==> config.mk <==
export PLATFORM = sky130hd
export DESIGN_NAME = wb_arbiter_flat
export DESIGN_NICKNAME = d
export VERILOG_FILES = /design/src/rtl/wb_arbiter_if.sv /design/src/rtl/wb_arbiter.sv /design/src/flat_wrapper.sv
export SDC_FILE = /design/constraint.sdc
export NUM_CORES = 1
export LEC_CHECK = 0
export BUFFER_PORTS_ARGS = -buffer_cell sky130_fd_sc_hd__buf_2
export CAP_MARGIN = 20
export CORE_ASPECT_RATIO = 0.5
export CORE_MARGIN = 2
export CORE_UTILIZATION = 49
export DETAILED_ROUTE_END_ITERATION = 16
export PLACE_DENSITY = 0.81
export SYNTH_ARGS = -nofsm -noshare
export SYNTH_HDL_FRONTEND = slang
export SYNTH_SLANG_ARGS = --single-unit
==> constraint.sdc <==
create_clock -name clk -period 4.3 [get_ports clk]
set_clock_uncertainty 0.1 [all_clocks]
set_input_delay 0.43 -clock clk [delete_from_list [all_inputs] [get_ports clk]]
set_output_delay 0.43 -clock clk [all_outputs]
set_load 0.005 [all_outputs]
==> src/rtl/wb_arbiter_if.sv <==
// Bundles the execution-unit source bus, register-file write port and trap/retire signals.
// Pure wiring: the interface adds no latency.
// Sources hold their entries until src_ok; the arbiter never stalls downstream.
interface wb_arbiter_if #(
  parameter int XLEN  = 32,
  parameter int N_SRC = 3,
  parameter int CNT_W = 64
);
  localparam int SW = (N_SRC > 1) ? $clog2(N_SRC) : 1;

  logic [N_SRC-1:0]      src_v;
  logic [N_SRC*XLEN-1:0] src_result;
  logic [N_SRC*5-1:0]    src_rd;
  logic [N_SRC-1:0]      src_exc;
  logic [N_SRC-1:0]      src_ok;
  logic                  rf_we;
  logic [4:0]            rf_waddr;
  logic [XLEN-1:0]       rf_wdata;
  logic                  exc_v;
  logic [SW-1:0]         exc_src;
  logic                  exc_ack;
  logic [CNT_W-1:0]      retire_cnt;

  // Source FIFOs and trap logic side
  modport master (
    output src_v, src_result, src_rd, src_exc, exc_ack,
    input  src_ok, rf_we, rf_waddr, rf_wdata, exc_v, exc_src, retire_cnt
  );

  // Write-back arbiter side
  modport slave (
    input  src_v, src_result, src_rd, src_exc, exc_ack,
    output src_ok, rf_we, rf_waddr, rf_wdata, exc_v, exc_src, retire_cnt
  );
endinterface

==> src/rtl/wb_arbiter.sv <==
// Round-robin write-back arbiter: ALU/LSU/CSR results into one registered RF write port.
// src_ok is combinational; RF write, exception and retire count update 1 cycle after transfer.
// Pending exception stalls all grants until exc_ack; ungranted sources simply hold in their FIFOs.
module wb_arbiter #(
  parameter int XLEN  = 32,
  parameter int N_SRC = 3,
  parameter int CNT_W = 64
) (
  input  logic         clk,
  input  logic         rst_n,
  wb_arbiter_if.slave  bus
);
  localparam int SW = (N_SRC > 1) ? $clog2(N_SRC) : 1;

  logic [SW-1:0]    rr_ptr;
  logic [SW:0]      cand;
  logic [SW-1:0]    cand_s;
  logic [SW-1:0]    gnt_idx;
  logic             gnt_any;
  logic             stall;
  logic             xfer;
  logic [N_SRC-1:0] gnt_oh;
  logic [4:0]       g_rd;
  logic [XLEN-1:0]  g_res;
  logic             g_exc;
  logic [SW-1:0]    ptr_nxt;

  logic             rf_we_q;
  logic [4:0]       rf_waddr_q;
  logic [XLEN-1:0]  rf_wdata_q;
  logic             exc_v_q;
  logic [SW-1:0]    exc_src_q;
  logic [CNT_W-1:0] retire_q;

  // Search for the first valid source starting at the rr pointer, wrapping modulo N_SRC
  always_comb begin
    gnt_any = 1'b0;
    gnt_idx = '0;
    cand    = '0;
    cand_s  = '0;
    for (int k = 0; k < N_SRC; k++) begin
      cand = {1'b0, rr_ptr} + (SW+1)'(k);
      if (cand >= (SW+1)'(N_SRC)) cand = cand - (SW+1)'(N_SRC);
      cand_s = cand[SW-1:0];
      if (!gnt_any && bus.src_v[cand_s]) begin
        gnt_any = 1'b1;
        gnt_idx = cand_s;
      end
    end
  end

  // Gate the grant by the exception stall (an ack in the same cycle releases it) and by reset
  always_comb begin
    stall  = exc_v_q & ~bus.exc_ack;
    xfer   = gnt_any & ~stall & rst_n;
    gnt_oh = '0;
    if (xfer) gnt_oh[gnt_idx] = 1'b1;
  end

  // Mux out the granted source's payload and the post-grant pointer
  always_comb begin
    g_rd    = bus.src_rd[int'(gnt_idx)*5 +: 5];
    g_res   = bus.src_result[int'(gnt_idx)*XLEN +: XLEN];
    g_exc   = bus.src_exc[gnt_idx];
    ptr_nxt = (gnt_idx == SW'(N_SRC-1)) ? '0 : gnt_idx + SW'(1);
  end

  // Advance the rr pointer past the source that just transferred
  always_ff @(posedge clk or negedge rst_n) begin
    if (!rst_n)    rr_ptr <= '0;
    else if (xfer) rr_ptr <= ptr_nxt;
  end

  // Register-file write port: one-cycle pulse, x0 writes dropped, address/data hold otherwise
  always_ff @(posedge clk or negedge rst_n) begin
    if (!rst_n) begin
      rf_we_q    <= 1'b0;
      rf_waddr_q <= '0;
      rf_wdata_q <= '0;
    end else begin
      rf_we_q <= xfer & ~g_exc & (g_rd != 5'd0);
      if (xfer && !g_exc && g_rd != 5'd0) begin
        rf_waddr_q <= g_rd;
        rf_wdata_q <= g_res;
      end
    end
  end

  // Sticky exception: a new excepting transfer wins over an ack in the same cycle
  always_ff @(posedge clk or negedge rst_n) begin
    if (!rst_n) begin
      exc_v_q   <= 1'b0;
      exc_src_q <= '0;
    end else if (xfer && g_exc) begin
      exc_v_q   <= 1'b1;
      exc_src_q <= gnt_idx;
    end else if (exc_v_q && bus.exc_ack) begin
      exc_v_q   <= 1'b0;
    end
  end

  // Retire counter counts every non-excepting commit, including rd=0, and wraps naturally
  always_ff @(posedge clk or negedge rst_n) begin
    if (!rst_n)                retire_q <= '0;
    else if (xfer && !g_exc)   retire_q <= retire_q + CNT_W'(1);
  end

  assign bus.src_ok     = gnt_oh;
  assign bus.rf_we      = rf_we_q;
  assign bus.rf_waddr   = rf_waddr_q;
  assign bus.rf_wdata   = rf_wdata_q;
  assign bus.exc_v      = exc_v_q;
  assign bus.exc_src    = exc_src_q;
  assign bus.retire_cnt = retire_q;
endmodule

==> src/flat_wrapper.sv <==
// flat-port wrapper written by rule: the top's interface ports become plain ports
module wb_arbiter_flat 
#(
  parameter int XLEN  = 32,
  parameter int N_SRC = 3,
  parameter int CNT_W = 64
)
  (clk, rst_n, bus_src_v, bus_src_result, bus_src_rd, bus_src_exc, bus_exc_ack, bus_src_ok, bus_rf_we, bus_rf_waddr, bus_rf_wdata, bus_exc_v, bus_exc_src, bus_retire_cnt);
  wb_arbiter_if #(.XLEN(XLEN), .N_SRC(N_SRC), .CNT_W(CNT_W)) bus_i ();
  input  logic clk;
  input  logic rst_n;
  input wire logic [$bits(bus_i.src_v)-1:0] bus_src_v;
  input wire logic [$bits(bus_i.src_result)-1:0] bus_src_result;
  input wire logic [$bits(bus_i.src_rd)-1:0] bus_src_rd;
  input wire logic [$bits(bus_i.src_exc)-1:0] bus_src_exc;
  input wire logic [$bits(bus_i.exc_ack)-1:0] bus_exc_ack;
  output wire logic [$bits(bus_i.src_ok)-1:0] bus_src_ok;
  output wire logic [$bits(bus_i.rf_we)-1:0] bus_rf_we;
  output wire logic [$bits(bus_i.rf_waddr)-1:0] bus_rf_waddr;
  output wire logic [$bits(bus_i.rf_wdata)-1:0] bus_rf_wdata;
  output wire logic [$bits(bus_i.exc_v)-1:0] bus_exc_v;
  output wire logic [$bits(bus_i.exc_src)-1:0] bus_exc_src;
  output wire logic [$bits(bus_i.retire_cnt)-1:0] bus_retire_cnt;
  assign bus_i.src_v = bus_src_v;
  assign bus_i.src_result = bus_src_result;
  assign bus_i.src_rd = bus_src_rd;
  assign bus_i.src_exc = bus_src_exc;
  assign bus_i.exc_ack = bus_exc_ack;
  assign bus_src_ok = bus_i.src_ok;
  assign bus_rf_we = bus_i.rf_we;
  assign bus_rf_waddr = bus_i.rf_waddr;
  assign bus_rf_wdata = bus_i.rf_wdata;
  assign bus_exc_v = bus_i.exc_v;
  assign bus_exc_src = bus_i.exc_src;
  assign bus_retire_cnt = bus_i.retire_cnt;
  wb_arbiter #(.XLEN(XLEN), .N_SRC(N_SRC), .CNT_W(CNT_W)) u_core (.clk(clk), .rst_n(rst_n), .bus(bus_i));
endmodule
---- Word-level counts from Yosys, hierarchy flattened ----
Cells that the tools add are included.
Widths: inputs -> output; s select.
storage, ports and cells
  memory bits (writable) .................. 0
  bits in read-only memories .............. 0
  register bits after elaboration ......... 107
  output and inout bits ................... 108
  input bits .............................. 120
  memories ................................ 0
  bits in latches ......................... 0
  word-level logic and storage cells ...... 69
operators by class
  add/subtract/negate cells ............... 7
  mux-type cells .......................... 23
  $lt $le $gt $ge ......................... 8
  shift-type cells ........................ 2
  equality and inequality tests ........... 1
  reductions and logical operators ........ 12
  div/mod/pow operators ................... 0
  multipliers ............................. 1
  bitwise gates (word level) .............. 8
operators by type and width
  cell                   count
  $shiftx 96x8->32       1
  $add 64x1->64 const B  1
  $shiftx 15x32->5       1
  $mux 2                 7
  $lt 2x3->1 const B     4
  $mux 1                 10
  $bmux 1 s2             4
  $logic_and 1x1->1      7
  $ge 3x2->1 const B     2
  $sub 2x2->2 const B    3
  $and 1x1->1            5
  $mul 2x3->5 const B    1
  $reduce_bool 5->1      1
  $add 2x1->3 const B    1
  $add 2x2->3 const B    1
  $logic_not 1->1        3
  $mux 3                 1
  $not 1->1              3
  $add 2x1->2 const B    1
  $demux 1 s2            1
  $eq 2x2->1 const B     1
  $ge 2x1->1 const B     1
  $ge 2x2->1 const B     1
  $reduce_bool 2->1      1

---- Longest topological paths before layout ----
  depth in word-level cells ............... 16
  mapped depth ............................ 13
  depth with buffers taken out ............ 10

---- Worst setup path after synthesis ----
OpenSTA, ideal clock, no wires.
  path kind ............................... register -> register
  from .................................... register u_core.rr_ptr[0]
  to ...................................... register u_core.rf_wdata_q[17], in the netlist u_core.bus.rf_wdata[17]
  cell stages (with the launch flop) ...... 12
  clock period less this slack ............ 3.056 ns
  library setup time ...................... 0.125 ns
  path buffers ............................ 2
  setup slack ............................. 1.244 ns
  required time ........................... 4.075 ns
  arrival ................................. 2.831 ns
  cell sequence ........................... dfrtp_1 inv_1 ha_1 mux2i_1 nor2_1 o31ai_1 o21ai_0 o31a_1 a41o_1 buf_6 buf_6 mux2_4
between the ends
  word-level cells in the longest chain between the ends .. 16
ends and longest elaborated chain
  element                                                               line              source
  from (decl)                                                           wb_arbiter.sv:15  logic [SW-1:0] rr_ptr;
  from (signal assigned)                                                wb_arbiter.sv:71  else if (xfer) rr_ptr <= ptr_nxt;
  parallel branches: the longest is 16 deep, another holds $mul 2x3->5  n/a
  to (signal assigned)                                                  wb_arbiter.sv:84  rf_wdata_q <= g_res;
  to (decl)                                                             wb_arbiter.sv:30  logic [XLEN-1:0] rf_wdata_q;
Several ways; the timed one is not identified. The select of a mux whose other input is x is not followed.
A chain may end at the register's enable or synchronous reset.

---- Final worst setup path ----
  from .................................... register u_core.rr_ptr[0]
  to ...................................... register u_core.rf_wdata_q[3], in the netlist u_core.bus.rf_wdata[3]
The elaborated chain is that of the path after synthesis.

==> flow_summary.toml <==
[routing]
routed_wl_um = 14970
dr.pass1.iters = 4
wl_per_cell_um = 16.39
dr_total_vias = 4980
final_antenna_net_count = 0
drc_errors = 0
avgViaCountPerCell = 5.455
drtIter0Drc = 199

[clock_tree]
cts_buffers = 9
htreeDepth = 3
clockRootBuffer = "clkbuf_16"
cts_tree = "yes"
clock_sinks = 107
clkTransAtPathRegs_ns = 0.07
post-cts-setup-buffer-count = 0
clock_latency_ns = 0.34
clk_path_buf_depth = 2

[floorplan]
start_util_pct = 50.58
die_area_um2 = 12360
pin_count = 228
core_um2 = 11080
dieWidth_um = 155.2
rows = 27
fp.dieH_um = 79.62

[timing]
slew_headroom_pct = 39.25
hold_ws_ns = 0.3055
fmaxAchievable_mhz = 268.0
setup_viol = 0
fin_crit_sh_pct = 86.78
slew_violations = 0
worst_pin_slew_ns = 0.9112
period_needed_ns = 3.732
hold_violations = 0
rsz0062_at_grt = "no"
tns_ns = 0

[synthesis]
synth_enable_flop_cells = 0
synthesis.nets = 662
synthDistinctLibCells = 48
synth_seq_area_share_pct = 47.78
synth_flop_cell = "dfrtp_1"
synth.ff_latch_count = 107
syn_area_um2 = 5604
async_flop_share_pct = 100.0
ys_warn_count = 0
synthCells = 537
syn_area_per_cell_um2 = 10.44

[critical_path]
worst-setup-path-type = "reg2reg"
crit_path_start = "u_core.rr_ptr[0]"
crit_fanout = 25
reg2reg_from = "u_core.rr_ptr[0]"
r2r.worst_path.cells = 11
worstReg2RegEnd = "u_core.bus.rf_wdata[3]"
required_ns = 4.43
crit_path_start_kind = "flop"
timing.critical_path.to = "u_core.bus.rf_wdata[3]"
end_kind = "flop"
ff2ff_setup_slack_ns = 0.57
arrival_ns = 3.86

[final_layout]
fin_nets = 888
drive_gt1_share_pct = 37.76
regArea_um2 = 2678
n_antenna_cell = 0
multi_input_area_um2 = 2785
area_growth_pct = 28.64
num-fill-cells = 922

[placement]
gp_congestion = 1.013
io_buffers = 227
dpl.hpwl_um = 11430

[flow_run]
drv_cap = 0

[grt]
globalRouteOverflowTotal = 0
grtUsageTotal_pct = 24.86
antenna_found_initial = 1
grt_pass1_wl_um = 24220
grt_pass1_vias = 4997
grt_max_degree = 73

[status]
status = "complete, no violations"

[power]
power_density_nw_per_um2 = 606.3
peakVddDrop_mv = 0.3483
power_leakage_nw = 3.796

[worst_hold_path]
worstHoldPathType = "in2reg"
==> cell usage in the layout, fill, tap and decap left out, types with 6 or more instances in the layout <==
cell type and count:
o21ai_0 37, nand3_1 32, xor2_1 27, o2bb2ai_1 6, nand4_1 19, inv_1 10, dfrtp_1 107, clkbuf_16 9
mux2i_1 37, nor3_1 20, mux2_2 20, xnor2_1 36, nor2_1 24, and3_1 16, mux2_4 10, nand2_1 63
buf_4 11, buf_2 226
==> worst max-delay path, stage by stage (launching register included) <==
cell	delay, ns
dfrtp_1	0.38
inv_1	0.09
ha_1	0.40
nand3b_1	0.21
o21ai_1	0.16
a311o_1	0.44
and2_1	0.24
a21oi_1	0.18
o2bb2ai_1	0.16
a41o_2	0.63
buf_4	0.29
mux2_2	0.35
==> per-layer routing <==
metal,up-vias,wire [um],track usage (%)
li1,2347,-,-
met1,2411,6310,30.59
met2,180,7341,42.67
met3,40,855,5.646
met4,2,447,10.83
met5,-,13,0
==> state kept, by name, summed over array words and instances (netlist names) <==
| signal | flops |
|---|---|
| u_core.bus.retire_cnt | 64 |
| u_core.bus.rf_waddr | 5 |
| u_core.bus.rf_wdata | 32 |
| u_core.rr_ptr | 2 |
| u_core.bus.exc_v | 1 |
| u_core.bus.exc_src | 2 |
| u_core.bus.rf_we | 1 |
==> layout make-up <==
cell class              count  area share, %
clock inverters             5         0.8504
inverters                  10         0.5207
clock buffers              11          3.367
well taps                 145          2.516
flip-flops and latches    107          37.14
multi-input cells         397          38.63
repair buffers            238          16.97
==> logic make-up after synthesis <==
| logic type | count (synthesis) | share of synthesized area (%) |
|---|---|---|
| xor+xnor | 63 | 9.846 |
| compound gates | 67 | 7.502 |
| fa+ha+maj | 5 | 1.116 |
| flops | 107 | 47.78 |
| simple gates | 191 | 16.81 |
| mux | 71 | 14.11 |
| buf+inv | 33 | 2.835 |
==> through the flow <==
| stage | instances | power [mW] | setup WS (ns) | utilization [%] | instance area [um2] |
|---|---|---|---|---|---|
| 5_1_grt | 913 | 4.679 | 0.3044 | 65.06 | 7209 |
| 4_1_cts | 913 | 4.402 | 0.5779 | 65.06 | 7209 |
| 3_3_place_gp | 896 | 3.468 | 0.7518 | 62.23 | 6895 |
| 2_1_floorplan | 537 | 2.906 | 1.244 | - | 5604 |
| 6_report | 913 | 4.371 | 0.5683 | 65.06 | 7209 |
| 3_5_place_dp | 896 | 3.542 | 0.5829 | 62.23 | 6895 |
==> how the worst min path moves through the flow <==
stage,start,endpoint,slack (ns),depth (start not counted)
2_1_floorplan,rst_n,u_core.bus.exc_src[0],0.03,0
3_3_place_gp,rst_n,u_core.rr_ptr[1],0.32,1
3_5_place_dp,rst_n,u_core.rr_ptr[1],0.32,1
4_1_cts,bus_src_result[92],u_core.bus.rf_wdata[28],0.29,4
5_1_grt,bus_src_result[68],u_core.bus.rf_wdata[4],0.33,4
6_report,bus_src_result[92],u_core.bus.rf_wdata[28],0.31,4
==> Yosys cell counts (6+ instances only) <==
cell / count / area [um2]
mux2_2: 20 / 225.2
and3_1: 16 / 100.1
o2bb2ai_1: 6 / 52.55
inv_1: 10 / 37.54
clkbuf_1: 12 / 45.04
xnor2_1: 36 / 315.3
mux2i_1: 37 / 370.4
nor2_1: 24 / 90.09
nor3_1: 20 / 100.1
nand3_1: 32 / 160.2
xor2_1: 27 / 236.5
o21ai_0: 37 / 185.2
mux2_4: 10 / 150.1
buf_2: 7 / 35.03
nand4_1: 19 / 118.9
dfrtp_1: 107 / 2678
nand2_1: 64 / 240.2
==> power by group <==
group / switching [mW] / internal, mW / leakage (nW)
Sequential: 0.144 / 1.25 / 1.39
Combinational: 1.12 / 1.02 / 2.25
Clock: 0.370 / 0.471 / 0.150
Total: 1.63 / 2.74 / 3.80
==> what timing repair did <==
| action | in CTS | in global routing |
|---|---|---|
| resized for setup | 0 | 0 |
| hold endpoints to repair | 35 | 0 |
| hold buffers | 1 | 0 |
No activity file was read; power rests on OpenSTA's default activity.
